===== config.mk =====
export PLATFORM = sky130hd
export DESIGN_NAME = cbus_arbiter
export DESIGN_NICKNAME = d
export VERILOG_FILES = /design/src/rtl/cbus_arb_pkg.sv /design/src/rtl/cbus_arb_pick.sv /design/src/rtl/cbus_arbiter.sv
export SDC_FILE = /design/constraint.sdc
export NUM_CORES = 1
export LEC_CHECK = 0
export ABC_AREA = 1
export CAP_MARGIN = 20
export CELL_PAD_IN_SITES_DETAIL_PLACEMENT = 1
export CELL_PAD_IN_SITES_GLOBAL_PLACEMENT = 1
export CORE_AREA = 2 2 129 131
export DETAILED_ROUTE_END_ITERATION = 10
export DIE_AREA = 0 0 131 133
export PLACE_DENSITY_LB_ADDON = 0.1
export SYNTH_ARGS = -nofsm -noshare
export SYNTH_HDL_FRONTEND = slang
export SYNTH_SLANG_ARGS = --single-unit

===== constraint.sdc =====
create_clock -name clk -period 1.3 [get_ports clk]
set_input_delay 0.26 -clock clk [delete_from_list [all_inputs] [get_ports clk]]
set_output_delay 0.26 -clock clk [all_outputs]
set_load 0.01 [all_outputs]

===== src/rtl/cbus_arb_pkg.sv =====
// Shared cbus request/response types plus the arbiter's state and owner-index types.
package cbus_arb_pkg;

    localparam int CBUS_ARB_MAX_NREQ = 8;

    typedef enum logic [1:0] {
        MLEN1 = 2'd0,
        MLEN2 = 2'd1,
        MLEN4 = 2'd2,
        MLEN8 = 2'd3
    } cbus_len_t;

    typedef struct packed {
        logic        valid;
        logic        is_write;
        logic [31:0] addr;
        logic [2:0]  size;
        cbus_len_t   len;
        logic [31:0] data;
        logic [3:0]  strobe;
    } cbus_req_t;

    typedef struct packed {
        logic        ready;
        logic        last;
        logic [31:0] data;
    } cbus_resp_t;

    typedef enum logic {
        ARB_IDLE = 1'b0,
        ARB_BUSY = 1'b1
    } arb_state_t;

    // Sized for the largest legal requester count; the top exports only the low bits.
    typedef logic [$clog2(CBUS_ARB_MAX_NREQ)-1:0] arb_idx_t;

    function automatic arb_idx_t arb_idx_wrap_inc(arb_idx_t i, int n);
        return (i == arb_idx_t'(n - 1)) ? '0 : i + arb_idx_t'(1);
    endfunction

endpackage


===== src/rtl/cbus_arb_pick.sv =====
// Combinational rotating-priority picker: first valid requester at or after start wins.
module cbus_arb_pick
    import cbus_arb_pkg::*;
#(
    parameter int NREQ = 2
) (
    input  logic [NREQ-1:0] valid,
    input  arb_idx_t        start,
    output arb_idx_t        idx,
    output logic            any
);
    localparam int IW = $bits(arb_idx_t);

    logic [NREQ-1:0] rot;
    arb_idx_t        off;
    logic [IW:0]     idx_sum;

    // rot[k] is the request k positions after start, wrapping modulo NREQ.
    for (genvar gi = 0; gi < NREQ; gi++) begin : g_rot
        logic [IW:0]   sum;
        logic [IW-1:0] pos;
        logic          rot_bit;

        assign sum = {1'b0, start} + (IW+1)'(gi);
        assign pos = (sum >= (IW+1)'(NREQ)) ? IW'(sum - (IW+1)'(NREQ)) : sum[IW-1:0];

        always_comb begin
            rot_bit = 1'b0;
            for (int j = 0; j < NREQ; j++) begin
                if (pos == IW'(j)) rot_bit = valid[j];
            end
        end

        assign rot[gi] = rot_bit;
    end

    always_comb begin
        off = '0;
        any = 1'b0;
        for (int k = NREQ - 1; k >= 0; k--) begin
            if (rot[k]) begin
                off = IW'(k);
                any = 1'b1;
            end
        end
    end

    assign idx_sum = {1'b0, start} + {1'b0, off};
    assign idx     = (idx_sum >= (IW+1)'(NREQ)) ? IW'(idx_sum - (IW+1)'(NREQ)) : idx_sum[IW-1:0];

endmodule


===== src/rtl/cbus_arbiter.sv =====
// N-to-1 cbus arbiter: one transaction owns the downstream port from grant until ready+last.
// Define CBUS_ARB_RR_EN for round-robin priority; fixed lowest-index priority otherwise.
module cbus_arbiter
    import cbus_arb_pkg::*;
#(
    parameter int NREQ = 2
) (
    input  logic                       clk,
    input  logic                       resetn,
    input  cbus_req_t  [NREQ-1:0]      ireqs,
    output cbus_resp_t [NREQ-1:0]      iresps,
    output cbus_req_t                  oreq,
    input  cbus_resp_t                 oresp,
    output logic                       busy,
    output logic [$clog2(NREQ)-1:0]    owner
);
    localparam int OW = $clog2(NREQ);

    arb_state_t      state_reg, state_next;
    arb_idx_t        owner_reg, owner_next;
    arb_idx_t        pick_idx;
    arb_idx_t        start_ptr;
    logic            pick_any;
    logic            done;
    logic [NREQ-1:0] valid_vec;

    for (genvar gi = 0; gi < NREQ; gi++) begin : g_valid
        assign valid_vec[gi] = ireqs[gi].valid;
    end

    assign done = (state_reg == ARB_BUSY) && oresp.ready && oresp.last;

`ifdef CBUS_ARB_RR_EN
    arb_idx_t ptr_reg, ptr_next;

    // Search resumes just past whoever finished last.
    assign ptr_next = done ? arb_idx_wrap_inc(owner_reg, NREQ) : ptr_reg;

    always_ff @(posedge clk or negedge resetn) begin
        if (!resetn) ptr_reg <= '0;
        else         ptr_reg <= ptr_next;
    end

    assign start_ptr = ptr_reg;
`else
    assign start_ptr = '0;
`endif

    cbus_arb_pick #(
        .NREQ (NREQ)
    ) u_pick (
        .valid (valid_vec),
        .start (start_ptr),
        .idx   (pick_idx),
        .any   (pick_any)
    );

    always_ff @(posedge clk or negedge resetn) begin
        if (!resetn) begin
            state_reg <= ARB_IDLE;
            owner_reg <= '0;
        end else begin
            state_reg <= state_next;
            owner_reg <= owner_next;
        end
    end

    always_comb begin
        state_next = state_reg;
        owner_next = owner_reg;
        case (state_reg)
            ARB_IDLE: begin
                if (pick_any) begin
                    state_next = ARB_BUSY;
                    owner_next = pick_idx;
                end
            end
            ARB_BUSY: begin
                // A dropped valid mid-burst is forwarded, not treated as an abort.
                if (done) state_next = ARB_IDLE;
            end
            default: state_next = ARB_IDLE;
        endcase
    end

    always_comb begin
        busy = (state_reg == ARB_BUSY);
        oreq = '0;
        if (state_reg == ARB_BUSY) begin
            for (int i = 0; i < NREQ; i++) begin
                if (owner_reg == arb_idx_t'(i)) oreq = ireqs[i];
            end
        end
    end

    for (genvar gi = 0; gi < NREQ; gi++) begin : g_resp
        assign iresps[gi] = ((state_reg == ARB_BUSY) && (owner_reg == arb_idx_t'(gi))) ? oresp : '0;
    end

    assign owner = owner_reg[OW-1:0];

endmodule


=== After elaboration in Yosys (flattened, before gate mapping) ===
Cells that the tools add are included.

* Add/subtract/negate cells: 1
* Multipliers: 0
* Divide/modulo/power cells: 0
* Shifts and indexed selects: 0
* Order comparisons: 1
* Muxes and demuxes: 13
* Bitwise logic cells: 1
* Equal/unequal tests: 1
* Reductions and logical operators: 6

{| class="wikitable"
|+ Operator list
! cell !! number
|-
| $mux W75 || 3
|-
| $mux W34 || 2
|-
| $mux W1 || 6
|-
| $logic_and A1 B1 Y1 || 4
|-
| $eq A3 B1 Y1 const B || 1
|-
| $logic_not A3 Y1 || 1
|-
| $mux W3 || 1
|-
| $sub A1 B2 Y3 const B || 1
|-
| $ge A1 B2 Y1 const B || 1
|-
| $pmux W1 S2 || 1
|-
| $reduce_and A2 Y1 || 1
|-
| $not A1 Y1 || 1
|}

* Memories kept: 0
* Bits of input ports: 186
* Latch bits: 0
* Word-level logic and storage cells: 25
* Memory bits (read-only): 0
* Bits in registers: 4
* Memory bits (writable): 0
* Output and inout port bits: 145

=== Depth between registers and ports, before layout ===
Gate-level depths: netlist of run 1.

* Depth in word-level cells: 4
* Gate-level depth with buffers: 6
* Gate-level depth less buffers: 4

=== Cells and area by module ===
Synthesis of run 1 repeated with hierarchy kept, for this count alone.

* Cells, all modules: 437
* Area total of the unflattened synthesis: 2080.7 um2

{| class="wikitable"
|+ Modules (own cells, without submodules)
! module !! area an instance (um2) !! cells each !! times used !! seq. area each (um2)
|-
| cbus_arbiter || 1799.2 || 389 || 1 || 100.1
|-
| cbus_arb_pick || 281.5 || 48 || 1 || 0.0
|}

=== Worst setup path after synthesis of run 1 ===
Ideal clock, no wire load.

* Path type: register to output
* Start point: reg owner_reg[0]
* End point: out oreq[24] (netlist name)
* Path buffers: 2
* Arrival: 1076 ps
* Slack: -36 ps
* Cell stages (with the launch flop): 7
* Required time: 1040 ps
* Path through: dfrtp_1 nand2_2 inv_2 buf_6 buf_4 nand2_1 nand2_1

{| class="wikitable"
|+ RTL lines
! element !! RTL line !! text
|-
| start, declared || cbus_arbiter.sv:20 || <nowiki>arb_idx_t owner_reg, owner_next;</nowiki>
|-
| start signal, assigned || cbus_arbiter.sv:64 || <nowiki>owner_reg <= owner_next;</nowiki>
|-
| end, declared || cbus_arbiter.sv:12 || <nowiki>output cbus_req_t oreq,</nowiki>
|}

==> results.md, run 1 <==
- Final WL: approximately 14 mm
- DR pass1 iterations: 3
- Clock tree buffer depth: 2
- Area of the die: 17400 µm²
- HPWL after detailed placement: 10.7 mm
- Number of cell rows: 47
- Top-level I/O count: 331
- Post-CTS Hold Buffers: 0
- Max IR drop VDD: 0.930 mV
- Nets: slightly above 900
- RSZ-0062 raised after global routing: true
- Status: finished, violations left
- CTS buffer count: 3
- Avg WL per Cell: 15.0 µm
- CP required: between 1 and 1.5 ns
- Mapped Cells: ~370
- Critical Path, Cell by Cell: nor2_4 > buf_12 > inv_6 > buf_12 > nor2_2 > buf_2
- Endpoint of the worst register-to-register path: owner_reg[0]
- Clock sinks: 2
- CTS tree: built
- Tot GR Track Use: 13.5%
- Post-synthesis register bit count: 2
- Worst skew pair latency: approximately 0.22 ns
- R2R cell count: 5
- Leakage: 3.12 nW
- Combinational share of power: 94.4%
- Final instance area: 5980 µm²
- Final Hold Fails: 0
- DR vias: 3560
- Diode count: 0
- Crit share post-route: 130%
- Vias per cell: 3.76
- Fillers: 2016
- Worst-path clk slew: 0.03 ns
- Hold WC Path Type: in2async
- Net count after synthesis: 551
- Crit path top cell by count: buf_12
- Share of layout cells above drive strength 1: 44.6%
- CP arrival: roughly 1.4 ns
- Clock Skews: 0.00113 ns
- First-pass GRT wire length: 18.5 mm
- CTS root buffer: clkbuf_16
- Tmin final: 1.69 ns
- Top cell type's share of synthesized area: 58.0%
- Peak Freq: between 500 and 600 MHz
- Placement-stage cell area: 5130 µm²
- PwrDens: 1810 nW/µm²
- Synth area leader: nand2_1
- Crit start category: flip-flop
- Core ar.: between 15000 and 20000 µm²
- Finish-stage setup viols: 143
- ANT nets after route: 0
- Crit Path Category: reg2out
- CP max stage cell: dfrtp_2
- Reg2reg start: busy
- Seq pwr share: 1.4%
- Grt total ovfl: 0
- Min Hold Slack: 0.208 ns
- Post-Syn Area: around 1500 µm²
- R2r setup slk: 0.33 ns
- GPL Wtd Cong: roughly 0.75
- Layout area overhead: 303%
- DRT iter0 DRCs: 38
- Number of global-route vias before repair: 3482
- Yosys cell types: 13
- Worst Setup End Kind: output port
- I/O Buffers: 330
- Internal: 0.00575 W
- Crit-path max FO: 11
- H-tree depth: 1
- Synth top area cells: nand2_1 58%, nor2_1 17%, inv_1 9.1%, buf_4 5.6%, dfrtp_1 3.4%
- Die Height: 133 µm
- Switching Share: 46.8%
- Die Span X: 131 µm
- Yosys Warn Count: 0
- Setup slack after layout: -0.392 ns
- Switching pwr: 0.00506 W
- Failing checks: setup timing
- Max-cap violation count: 0
- Slew HR: 86.8%
- Sequential area share after synthesis: 3.38%
- DRC errors left: 0
- Worst-Margin Slew: between 0.15 and 0.2 ns
- Crit-path max cell delay: ~0.43 ns
- Post-Syn Area per Cell: 4.06 µm²
- Initial Utilization: 9.17%
- Final-report max-slew violation count: 0
- Largest net degree at the start of global routing: 25
- Clock Power Share: 4.3%
- Initial antenna violation count: 0
## timing repair
action                                  4_1_cts  5_1_grt
resized for setup                           479      363
gates cloned                                  4        9
buffers inserted                              6       18
pin swaps                                     1       25
endpoints found under the setup margin      145      145
## power groups by stage
| stage | clock network, W | registers [W] | logic (W) |
|---|---|---|---|
| 3_5_place_dp | 0 | 0.000138 | 0.00803 |
| 3_3_place_gp | 0 | 0.000136 | 0.00799 |
| 5_1_grt | 0.000479 | 0.000152 | 0.0110 |
| 4_1_cts | 0.000473 | 0.000138 | 0.00786 |
| 6_report | 0.000461 | 0.000148 | 0.0102 |
| 2_1_floorplan | 0 | 0.000159 | 0.00316 |
## cell type report
class	instances	area [µm²]	area share, %
Clock buffer	3	75.1	1.26
Tap cell	220	275	4.60
Timing Repair Buffer	381	3720	62.2
Sequential cell	2	52.6	0.879
Inverter	39	159	2.66
Multi-Input combinational cell	302	1700	28.4
## logic make-up (layout without fill, tap and decap cells)
group           count (synthesis)  count (layout)  share of synthesized area [%]
compound gates                  2               2                          0.674
simple gates                  300             300                           76.6
buf+inv                        61             423                           19.3
flops                           2               2                           3.38
## cells in the mapped netlist
cell type / count
nand2_1: 229
nor2_1: 69
inv_1: 36
buf_4: 11
buf_2: 7
buf_1: 3
inv_2: 3
dfrtp_1: 2
a21oi_1: 1
buf_6: 1
nand2_2: 1
nor2_4: 1
o21ai_0: 1
## worst max-delay path, delay by kind of cell (launching register included)
family	cells	cell delay [ns]
and+or+nand+nor	2	0.27
DFF	1	0.43
buffers and inverters	4	0.51
## layout by cell type (no fill, tap or decap), drive strengths merged
| master | synthesis | layout |
|---|---|---|
| nand2 | 230 | 230 |
| buf | 22 | 187 |
| clkdlybuf4s50 | 0 | 185 |
| nor2 | 70 | 70 |
| inv | 39 | 39 |
| clkbuf | 0 | 10 |
| dfrtp | 2 | 2 |
| dlymetal6s2s | 0 | 2 |
| o21ai | 1 | 1 |
| a21oi | 1 | 1 |
## per-stage QoR
stage	total power (W)	instances	utilization [%]	TNS, ns	worst slack (ns)
after floorplan	0.00332	365	-	0	0.00516
after global placement	0.00813	910	31.7	-69.46	-0.559
after detailed placement	0.00816	910	31.7	-70.76	-0.560
after CTS	0.00848	923	31.1	-50.71	-0.415
after global routing	0.0116	947	37.0	-53.82	-0.462
final	0.0108	947	37.0	-44.60	-0.392
## per-layer routing
layer  global-route usage [%]  up-vias  part of all wire [%]
li1                         -     1762                     -
met1                     13.0     1593                    33
met2                     27.1      199                    55
met3                     5.10        6                    11
met4                     1.60        0                  0.53
met5                        0        -                     0
## how the worst max path moves through the flow
stage,start,to,slack [ns],depth (start not counted)
2_1_floorplan,busy,oreq[24],0.005,6
3_3_place_gp,owner_reg[0],oreq[28],-0.56,5
3_5_place_dp,owner_reg[0],oreq[42],-0.56,5
4_1_cts,busy,iresps[7],-0.41,7
5_1_grt,owner_reg[0],iresps[25],-0.46,6
6_report,owner_reg[0],iresps[28],-0.39,6
Note: power is estimated with default switching activity, not from simulation.
==> run 2, diff against run 1 <==
==> constraint.sdc (replaced) <==
create_clock -name clk -period 1.85 [get_ports clk]
set_input_delay 0.37 -clock clk [delete_from_list [all_inputs] [get_ports clk]]
set_output_delay 0.37 -clock clk [all_outputs]
set_load 0.01 [all_outputs]
==> run 2 against run 1 <==
  * Register-to-register slack improved by 0.59 ns
  * Sequential share of layout area is 0.12 points higher
  * Worst setup slack improved by 0.38 ns
  * Largest power group unchanged
  * Total power shrank 42%
  * Non-clock buffer count fell by 12
  * The run still ends with setup timing left
  * Via count down 1.1%
==> results.md, run 2 (synthesis results as in run 1) <==
- HPWL after detailed placement: 11.0 mm (+2.5%)
- Worst-path clk slew: 0.03 ns (about the same)
- GPL Wtd Cong: 0.766 (+2.8%)
- Final-report max-slew violation count: 0 (unchanged)
- Final core utilization: 31.8% (-5.1 points)
- Area of the die: 17400 µm² (unchanged)
- Tmin final: 1.86 ns
- Crit Path Category: reg2out
- Diode count: 0 (unchanged)
- Worst skew pair latency: 0.22 ns (about the same)
- Crit-path max FO: 5 (-6)
- Initial antenna violation count: 0 (unchanged)
- Leakage: 2.86 nW (-8.2%)
- Number of global-route vias before repair: 3761 (+8.0%)
- First-pass GRT wire length: 20.2 mm (+9.0%)
- Final Hold Fails: 0 (unchanged)
- I/O Buffers: 330 (unchanged)
- PwrDens: 1220 nW/µm² (-32%)
- Clock Skews: 0.000916 ns (-0.000211 ns)
- CP arrival: 1.49 ns (+0.06 ns)
- Avg WL per Cell: 15.4 µm (+2.5%)
- Post-CTS Hold Buffers: 0 (unchanged)
- DR vias: 3522 (-1.1%)
- CP required: 1.48 ns (+0.44 ns)
- Max-cap violation count: 0 (unchanged)
- Final instance area: 5150 µm² (-14%)
- Crit share post-route: 101%
- Worst Setup End Kind: output port
- DRT iter0 DRCs: 42 (+11%)
- Share of layout cells above drive strength 1: 25.7% (-19 points)
- Initial Utilization: 9.17% (unchanged)
- CTS tree: built
- ANT nets after route: 0 (unchanged)
- Slew HR: 85.4% (-1.5 points)
- DR pass1 iterations: 4 (+1)
- RSZ-0062 raised after global routing: true
- Tot GR Track Use: 15.1% (+1.6 points)
- Nets: 903 (-1.3%)
- Top-level I/O count: 331 (unchanged)
- Core ar.: 16200 µm² (unchanged)
- Grt total ovfl: 0 (unchanged)
- Die Span X: 131 µm (unchanged)
- Final WL: 14.4 mm (+1.2%)
- Peak Freq: 538 MHz
- Commonest non-fill, non-tap cells in the layout: 223 x nand2_1, 187 x clkdlybuf4s50_1, 101 x buf_2
- Clock tree buffer depth: 2 (unchanged)
- Setup slack after layout: -0.0104 ns (+0.382 ns)
- Commonest non-fill, non-tap cell in the layout: nand2_1
- CTS root buffer: clkbuf_16
- Status: finished, violations left
- H-tree depth: 1 (unchanged)
- DRC errors left: 0 (unchanged)
- Clock sinks: 2 (unchanged)
- Hold WC Path Type: in2async
- Min Hold Slack: 0.321 ns (+0.113 ns)
- Dpl ws: -0.218 ns (+0.343 ns)
- Crit start category: flip-flop
- Largest net degree at the start of global routing: 20 (-20%)
- Vias per cell: 3.77 (+0.20%)
- Finish-stage setup viols: 1 (-99%)
- CTS buffer count: 3 (unchanged)
- Max IR drop VDD: 0.430 mV (-54%)
- Worst-Margin Slew: 0.219 ns (+0.0216 ns)
- Number of cell rows: 47 (unchanged)
- Failing checks: setup timing
- Die Height: 133 µm (unchanged)
- Placement-stage cell area: 5150 µm² (+0.39%)
- Layout area overhead: 247%
## run 2: cell types whose count changed in the layout (fill, tap and decap cells not counted), sizes merged
cell,delta
buf,-48
dlymetal6s2s,-2
dlygate4sd2,+23
clkbuf,+8
clkdlybuf4s50,+2
clkdlybuf4s15,+5
## run 2: routing by layer
metal / global-route usage (%) / vias to the layer above / share of wire, %
li1: - / 1747 / -
met1: 14.7 / 1554 / 35
met2: 29.3 / 207 / 51
met3: 5.82 / 14 / 13
met4: 3.19 / 0 / 1.4
met5: 0 / - / 0
## run 2: through the flow
stage	TNS [ns]	std cells	total power [W]
2_1_floorplan	0	365	0.00233
4_1_cts	-0.135	931	0.00632
3_3_place_gp	-10.11	913	0.00573
5_1_grt	-0.430	935	0.00683
3_5_place_dp	-12.67	913	0.00578
6_report	-0.0104	935	0.00630
## run 2: worst max-delay path, cell delays in order (launching register included)
cell and delay [ns]:
dfrtp_1 0.38, buf_6 0.14, nand2_8 0.09, inv_8 0.06, buf_8 0.14, buf_16 0.13, buf_6 0.11, nand2_2 0.04
nand2_1 0.05, buf_2 0.13
## run 2: power by group
part           switching, W  leakage (nW)  internal [W]
Sequential        0.0000373        0.0219     0.0000676
Combinational       0.00300          2.81       0.00287
Clock             0.0000462        0.0370      0.000275
## run 2: path summary, 6_finish.rpt
check                            start           end  slack (ns)  cells after the start
worst max-delay path              busy      oreq[54]       -0.01                      9
worst min-delay path            resetn          busy        0.32                      1
worst max register to register    busy  owner_reg[0]        0.92                      4
worst min register to register    busy  owner_reg[0]        0.70                      4
max in group asynchronous       resetn  owner_reg[0]        1.39                      1
min in group clk                  busy  owner_reg[0]        0.70                      4
## run 2: final cells by class
| class | instances | area (µm²) |
|---|---|---|
| repair buffers | 369 | 3370 |
| inverters | 39 | 161 |
| multi-input cells | 302 | 1210 |
| fillers | 2095 | 11000 |
| well taps | 220 | 275 |
| clock buffers | 3 | 75.1 |
| flip-flops and latches | 2 | 51.3 |
## run 2: repair_timing
item,CTS,global route
endpoints found under the setup margin,143,80
gates resized for setup,463,72
gates cloned,8,4
pin swaps,2,2
buffers inserted,7,0
